### config.mk
export PLATFORM = sky130hd
export DESIGN_NAME = control_ps2_multi
export DESIGN_NICKNAME = d
export VERILOG_FILES = /design/src/rtl/ctrl_ps2_pkg.sv /design/src/rtl/ctrl_ps2_timer.sv /design/src/rtl/control_ps2_multi.sv
export SDC_FILE = /design/constraint.sdc
export NUM_CORES = 1
export LEC_CHECK = 0
export BUFFER_PORTS_ARGS = -buffer_cell sky130_fd_sc_hd__buf_2
export CAP_MARGIN = 20
export CORE_AREA = 8 8 45 47
export CTS_CLUSTER_SIZE = 28
export DETAILED_ROUTE_END_ITERATION = 10
export DIE_AREA = 0 0 53 55
export GPL_ROUTABILITY_DRIVEN = 0
export GPL_TIMING_DRIVEN = 0
export PLACE_DENSITY = 0.54
export SETUP_SLACK_MARGIN = 0.05
export SYNTH_ARGS = -nofsm -noshare
export SYNTH_HDL_FRONTEND = slang
export SYNTH_HIERARCHICAL = 1
export SYNTH_SLANG_ARGS = --single-unit
### constraint.sdc
create_clock -name clk -period 3.4 [get_ports clk]
set_clock_uncertainty 0.1 [all_clocks]
set_input_delay 0.68 -clock clk [delete_from_list [all_inputs] [get_ports clk]]
set_output_delay 0.68 -clock clk [all_outputs]
set_load 0.02 [all_outputs]
### src/rtl/ctrl_ps2_pkg.sv
// Shared definitions for the PS/2 keyboard capture sequencer.
// Holds the FSM state encoding and default configuration values.
package ctrl_ps2_pkg;

    typedef enum logic [1:0] {
        IDLE       = 2'b00,
        WAIT_ENTER = 2'b01,
        WAIT_DATO  = 2'b10,
        CHECK      = 2'b11
    } state_t;

    localparam int DEF_NUM_FIELDS     = 3;
    localparam int DEF_TIMEOUT_CYCLES = 50_000_000;

    // The two states that wait on the operator and may time out.
    function automatic logic is_wait(input state_t s);
        return (s == WAIT_ENTER) || (s == WAIT_DATO);
    endfunction

endpackage

### src/rtl/ctrl_ps2_timer.sv
// Inactivity timer for the capture sequencer.
// Counts cycles while run is high; clr restarts the count from zero.
// expired is high during the cycle in which the count sits at
// TIMEOUT_CYCLES-1, so the owner reacts on the following edge.
module ctrl_ps2_timer
    import ctrl_ps2_pkg::*;
#(
    parameter int TIMEOUT_CYCLES = DEF_TIMEOUT_CYCLES
) (
    input  logic clk,
    input  logic rst,
    input  logic run,
    input  logic clr,
    output logic expired
);

    localparam int                CNT_W = $clog2(TIMEOUT_CYCLES + 1);
    localparam logic [CNT_W-1:0]  LAST  = CNT_W'(TIMEOUT_CYCLES - 1);

    logic [CNT_W-1:0] count_q;
    logic [CNT_W-1:0] count_d;

    // Next count: clear wins, then increment saturating at the expiry value.
    always_comb begin
        count_d = count_q;
        if (clr) begin
            count_d = '0;
        end else if (run && (count_q != LAST)) begin
            count_d = count_q + 1'b1;
        end
    end

    // Count register with asynchronous active-low reset.
    always_ff @(posedge clk or negedge rst) begin
        if (!rst) begin
            count_q <= '0;
        end else begin
            count_q <= count_d;
        end
    end

    assign expired = run && (count_q == LAST);

endmodule

### src/rtl/control_ps2_multi.sv
// Keyboard capture sequencer: Ctrl starts a sequence of NUM_FIELDS fields,
// each entered as Enter followed by a data key. Emits a save strobe per
// field, a completion pulse after the last one, and an abort pulse on Esc.
// Optional inactivity timeout is compiled in with CTRL_PS2_TIMEOUT_EN.
// All outputs are registered; rst is asynchronous and active-low.
module control_ps2_multi
    import ctrl_ps2_pkg::*;
#(
    parameter int NUM_FIELDS     = DEF_NUM_FIELDS,
    parameter int IDX_W          = 2,
    parameter int TIMEOUT_CYCLES = DEF_TIMEOUT_CYCLES
) (
    input  logic             clk,
    input  logic             rst,
    input  logic             ctrl,
    input  logic             enter,
    input  logic             dato,
    input  logic             esc,
    output logic             salvar,
    output logic [IDX_W-1:0] field_idx,
    output logic             datos_listos,
    output logic             aborto,
    output logic             busy
);

    localparam logic [IDX_W-1:0] LAST_IDX = IDX_W'(NUM_FIELDS - 1);

    // Reject configurations the index register cannot represent.
    if ((NUM_FIELDS < 1) || (NUM_FIELDS > 16) || ((1 << IDX_W) < NUM_FIELDS) ||
        (TIMEOUT_CYCLES < 1)) begin : g_bad_cfg
        $error("control_ps2_multi: illegal NUM_FIELDS/IDX_W/TIMEOUT_CYCLES");
    end

    state_t           state_q, state_d;
    logic [IDX_W-1:0] field_idx_q, field_idx_d;
    logic             salvar_q, salvar_d;
    logic             datos_listos_q, datos_listos_d;
    logic             aborto_q, aborto_d;
    logic             busy_q, busy_d;
    logic             timer_expired;

`ifdef CTRL_PS2_TIMEOUT_EN
    logic timer_run;
    logic timer_clr;

    // Count only while waiting; any state change (accepted strobe, entry,
    // exit) restarts the count.
    assign timer_run = is_wait(state_q);
    assign timer_clr = (state_d != state_q);

    ctrl_ps2_timer #(
        .TIMEOUT_CYCLES (TIMEOUT_CYCLES)
    ) u_timer (
        .clk     (clk),
        .rst     (rst),
        .run     (timer_run),
        .clr     (timer_clr),
        .expired (timer_expired)
    );
`else
    assign timer_expired = 1'b0;
`endif

    // Next-state and next-output logic; illegal strobes simply fall through.
    always_comb begin
        state_d        = state_q;
        field_idx_d    = field_idx_q;
        salvar_d       = 1'b0;
        datos_listos_d = 1'b0;
        aborto_d       = 1'b0;
        case (state_q)
            IDLE: begin
                if (ctrl) begin
                    state_d     = WAIT_ENTER;
                    field_idx_d = '0;
                end
            end
            WAIT_ENTER: begin
                if (esc || timer_expired) begin
                    state_d  = IDLE;
                    aborto_d = 1'b1;
                end else if (enter) begin
                    state_d = WAIT_DATO;
                end
            end
            WAIT_DATO: begin
                if (esc || timer_expired) begin
                    state_d  = IDLE;
                    aborto_d = 1'b1;
                end else if (dato) begin
                    state_d  = CHECK;
                    salvar_d = 1'b1;
                end
            end
            CHECK: begin
                if (field_idx_q == LAST_IDX) begin
                    state_d        = IDLE;
                    datos_listos_d = 1'b1;
                end else begin
                    state_d     = WAIT_ENTER;
                    field_idx_d = field_idx_q + 1'b1;
                end
            end
            default: begin
                state_d = IDLE;
            end
        endcase
        busy_d = (state_d != IDLE);
    end

    // State and output registers with asynchronous active-low reset.
    always_ff @(posedge clk or negedge rst) begin
        if (!rst) begin
            state_q        <= IDLE;
            field_idx_q    <= '0;
            salvar_q       <= 1'b0;
            datos_listos_q <= 1'b0;
            aborto_q       <= 1'b0;
            busy_q         <= 1'b0;
        end else begin
            state_q        <= state_d;
            field_idx_q    <= field_idx_d;
            salvar_q       <= salvar_d;
            datos_listos_q <= datos_listos_d;
            aborto_q       <= aborto_d;
            busy_q         <= busy_d;
        end
    end

    assign salvar       = salvar_q;
    assign field_idx    = field_idx_q;
    assign datos_listos = datos_listos_q;
    assign aborto       = aborto_q;
    assign busy         = busy_q;

endmodule

==> results.md <==
- Status: finished clean
- # diodes: 0
- Slowest stage delay, CP: 420 ps
- Synth Register Bits: 8
- CP bufs+invs: 1
- Final ANT Viol Nets: 0
- Worst path top cell family by delay: flip-flops
- CP Max Fanout: 5
- Clk Latency, worst-skew pair: 250 ps
- CTS Buf Count: 3
- Top achievable clock speed: 0.6016 GHz
- Post-synth top cells: dfrtp_1, inv_1, ha_1, nor2_1
- WHS: 154.4 ps
- Crit. Startpoint: state_q[1]
- Mapped Avg Cell Area: 9.815 um2
- Total Routing Usage GR: 7.261%
- First-pass GRT wire length: 1497 um
- Die area: 2915 um2
- Setup TNS: 0 ps
- CP Capture Type: flop
- Layout cells sized above 1: 25.42%
- Pwr dens: 787.2 nW/um2
- Largest net degree at the start of global routing: 9
- Core Area: 1384 um2
- CTS Buffer Depth: 2
- Hold Fails Final Rpt: 0
- Cells after synthesis: 45
- Placement Setup Slack: 1750 ps
- Detailed Place HPWL: 708.2 um
- Setup violators final: 0
- DR WL/cell: 11.27 um
- Yosys warnings: 6
- Non-Filler Instances: 75
- Cts hold-fix bufs: 0
- Post-synth EDFFs: 0
- Crit Path Class: reg2reg
- DRC: 0
- Yosys top cell area share: 45.33%
- Final #Nets: 72
- CTS tree: built
- Effective utilization at floorplan: 31.92%
- Peak supply drop: 0.0002878 V
- Sequential area share after synthesis: 45.33%
- Routed WL: 845 um
- TritonCTS Sinks: 8
- Total number of vias: 356
- # Max-Cap Violations: 0
- Port Buffers: 11
- # rows: 14
- Cell total after placement: 72
- Final worst-path cycle share: 48.89%
- Die width: 53 um
- CP required: 3440 ps
- Initial detailed-routing violation count: 1
- IO Count: 12
- Ys flop type: dfrtp_1
- Initial antenna violation count: 0
- Grt ovf: 0
- Slowest stage cell on the critical path: dfrtp_1
- Clk slew on worst S/H paths: 50 ps
- Post-CTS Setup Bufs: 0
- Slew HR: 83.74%
- Vias in the first global route: 359
- TritonRoute pass-1 iters: 2
- Post-synth top area cell: dfrtp_1
- Most common cell in the netlist: dfrtp_1
- Area contributors post-synth: dfrtp_1, ha_1, inv_1, a32oi_2, o21ai_0
- Power, Total: 0.4245 mW
- Synthesized cell area: 441.7 um2
- Max Slew Vio Count: 0
- Distinct cells, synth: 19
- Hold/Removal Path Class: in2async
- Crit path cell chain: inv_1 -> ha_1 -> nor2b_1 -> o21ai_0 -> a32oi_2 -> or2_1
- Reg2reg start: state_q[1]
- Crit path time final: 1662 ps
- Final WS setup: 1738 ps
- Leakage: 0.2757 nW
- Vias per std cell: 4.747
- Post_cts resized: 0
- CTS root buffer: clkbuf_4
- P&R area growth vs syn: 22.10%
- Die height: 55 um
- Worst setup SP type: flop
- H-tree Lvls: 1
- RSZ-0062 raised after global routing: no
- Worst-Margin Slew: 241.4 ps
- CP arrival: 1700 ps
- Post-synth net total: 56
- Async S/R FF share, synth: 100.0%
[worst reg2reg max path, delay by kind of cell (launching register included)]
family,cells,cell delay [ps]
compound gates,2,370
fa+ha+maj,1,210
buf+inv,1,80
flops,1,420
simple gates,2,360
[path summary, 6_finish.rpt]
kind	to	slack (ps)	cells after the start
setup reg to reg	busy	1740	6
hold / removal	datos_listos	150	1
min in group clk	field_idx[1]	470	2
hold reg to reg	field_idx[1]	470	2
setup / recovery	busy	1740	6
max in group asynchronous	busy	2880	1
[logic make-up (layout without fill, tap and decap cells)]
kind of cell	count (synthesis)	after routing	synth area share (%)
mux	1	1	2.266
buf+inv	6	20	5.099
flops	8	8	45.33
simple gates	15	15	16.99
compound gates	10	10	16.15
fa+ha+maj	5	5	14.16
[through the flow]
| stage | util [%] | instance area, um2 |
|---|---|---|
| after floorplan | - | 441.7 |
| after global placement | 37.34 | 516.7 |
| after detailed placement | 37.34 | 516.7 |
| after CTS | 38.97 | 539.3 |
| after global routing | 38.97 | 539.3 |
| final | 38.97 | 539.3 |
[flip-flops by register name, summed over array words and instances (netlist names)]
name          count
field_idx         2
state_q           2
aborto            1
busy              1
datos_listos      1
salvar            1
[power by group]
part	internal (mW)	switching, mW	leakage [nW]
clock	0.0404	0.0328	0.0138
sequential	0.126	0.0232	0.105
combinational	0.0862	0.116	0.156
[metal layers]
metal / GRT usage [%] / part of all wire, % / vias to the layer above
li1: - / - / 181
met1: 7.895 / 44 / 159
met2: 9.766 / 41 / 12
met3: 3.476 / 11 / 4
met4: 7.759 / 3.3 / 0
met5: 0 / 0 / -
[cells in the final DEF, fill, tap and decap left out]
cell type  netlist  layout
ha_1             5       5
nor2b_1          2       2
a22oi_1          1       1
nand3_1          1       1
and2_1           1       1
a21oi_1          2       2
and2b_1          1       1
nand2_1          3       3
or2_1            2       2
nor3_1           1       1
o21ai_0          3       3
nor2_1           4       4
o21ai_1          1       1
o221ai_1         1       1
a32oi_2          1       1
mux2i_1          1       1
clkbuf_4         0       3
a22o_1           1       1
buf_2            0      11
dfrtp_1          8       8
inv_1            6       6
[cell type report]
cell class | count | area [um2]
well taps | 16 | 20.02
clock buffers | 3 | 22.52
flip-flops and latches | 8 | 200.2
inverters | 6 | 22.52
multi-input cells | 31 | 219.0
fillers | 159 | 844.6
repair buffers | 11 | 55.05
Note: power is estimated with default switching activity, not from simulation.
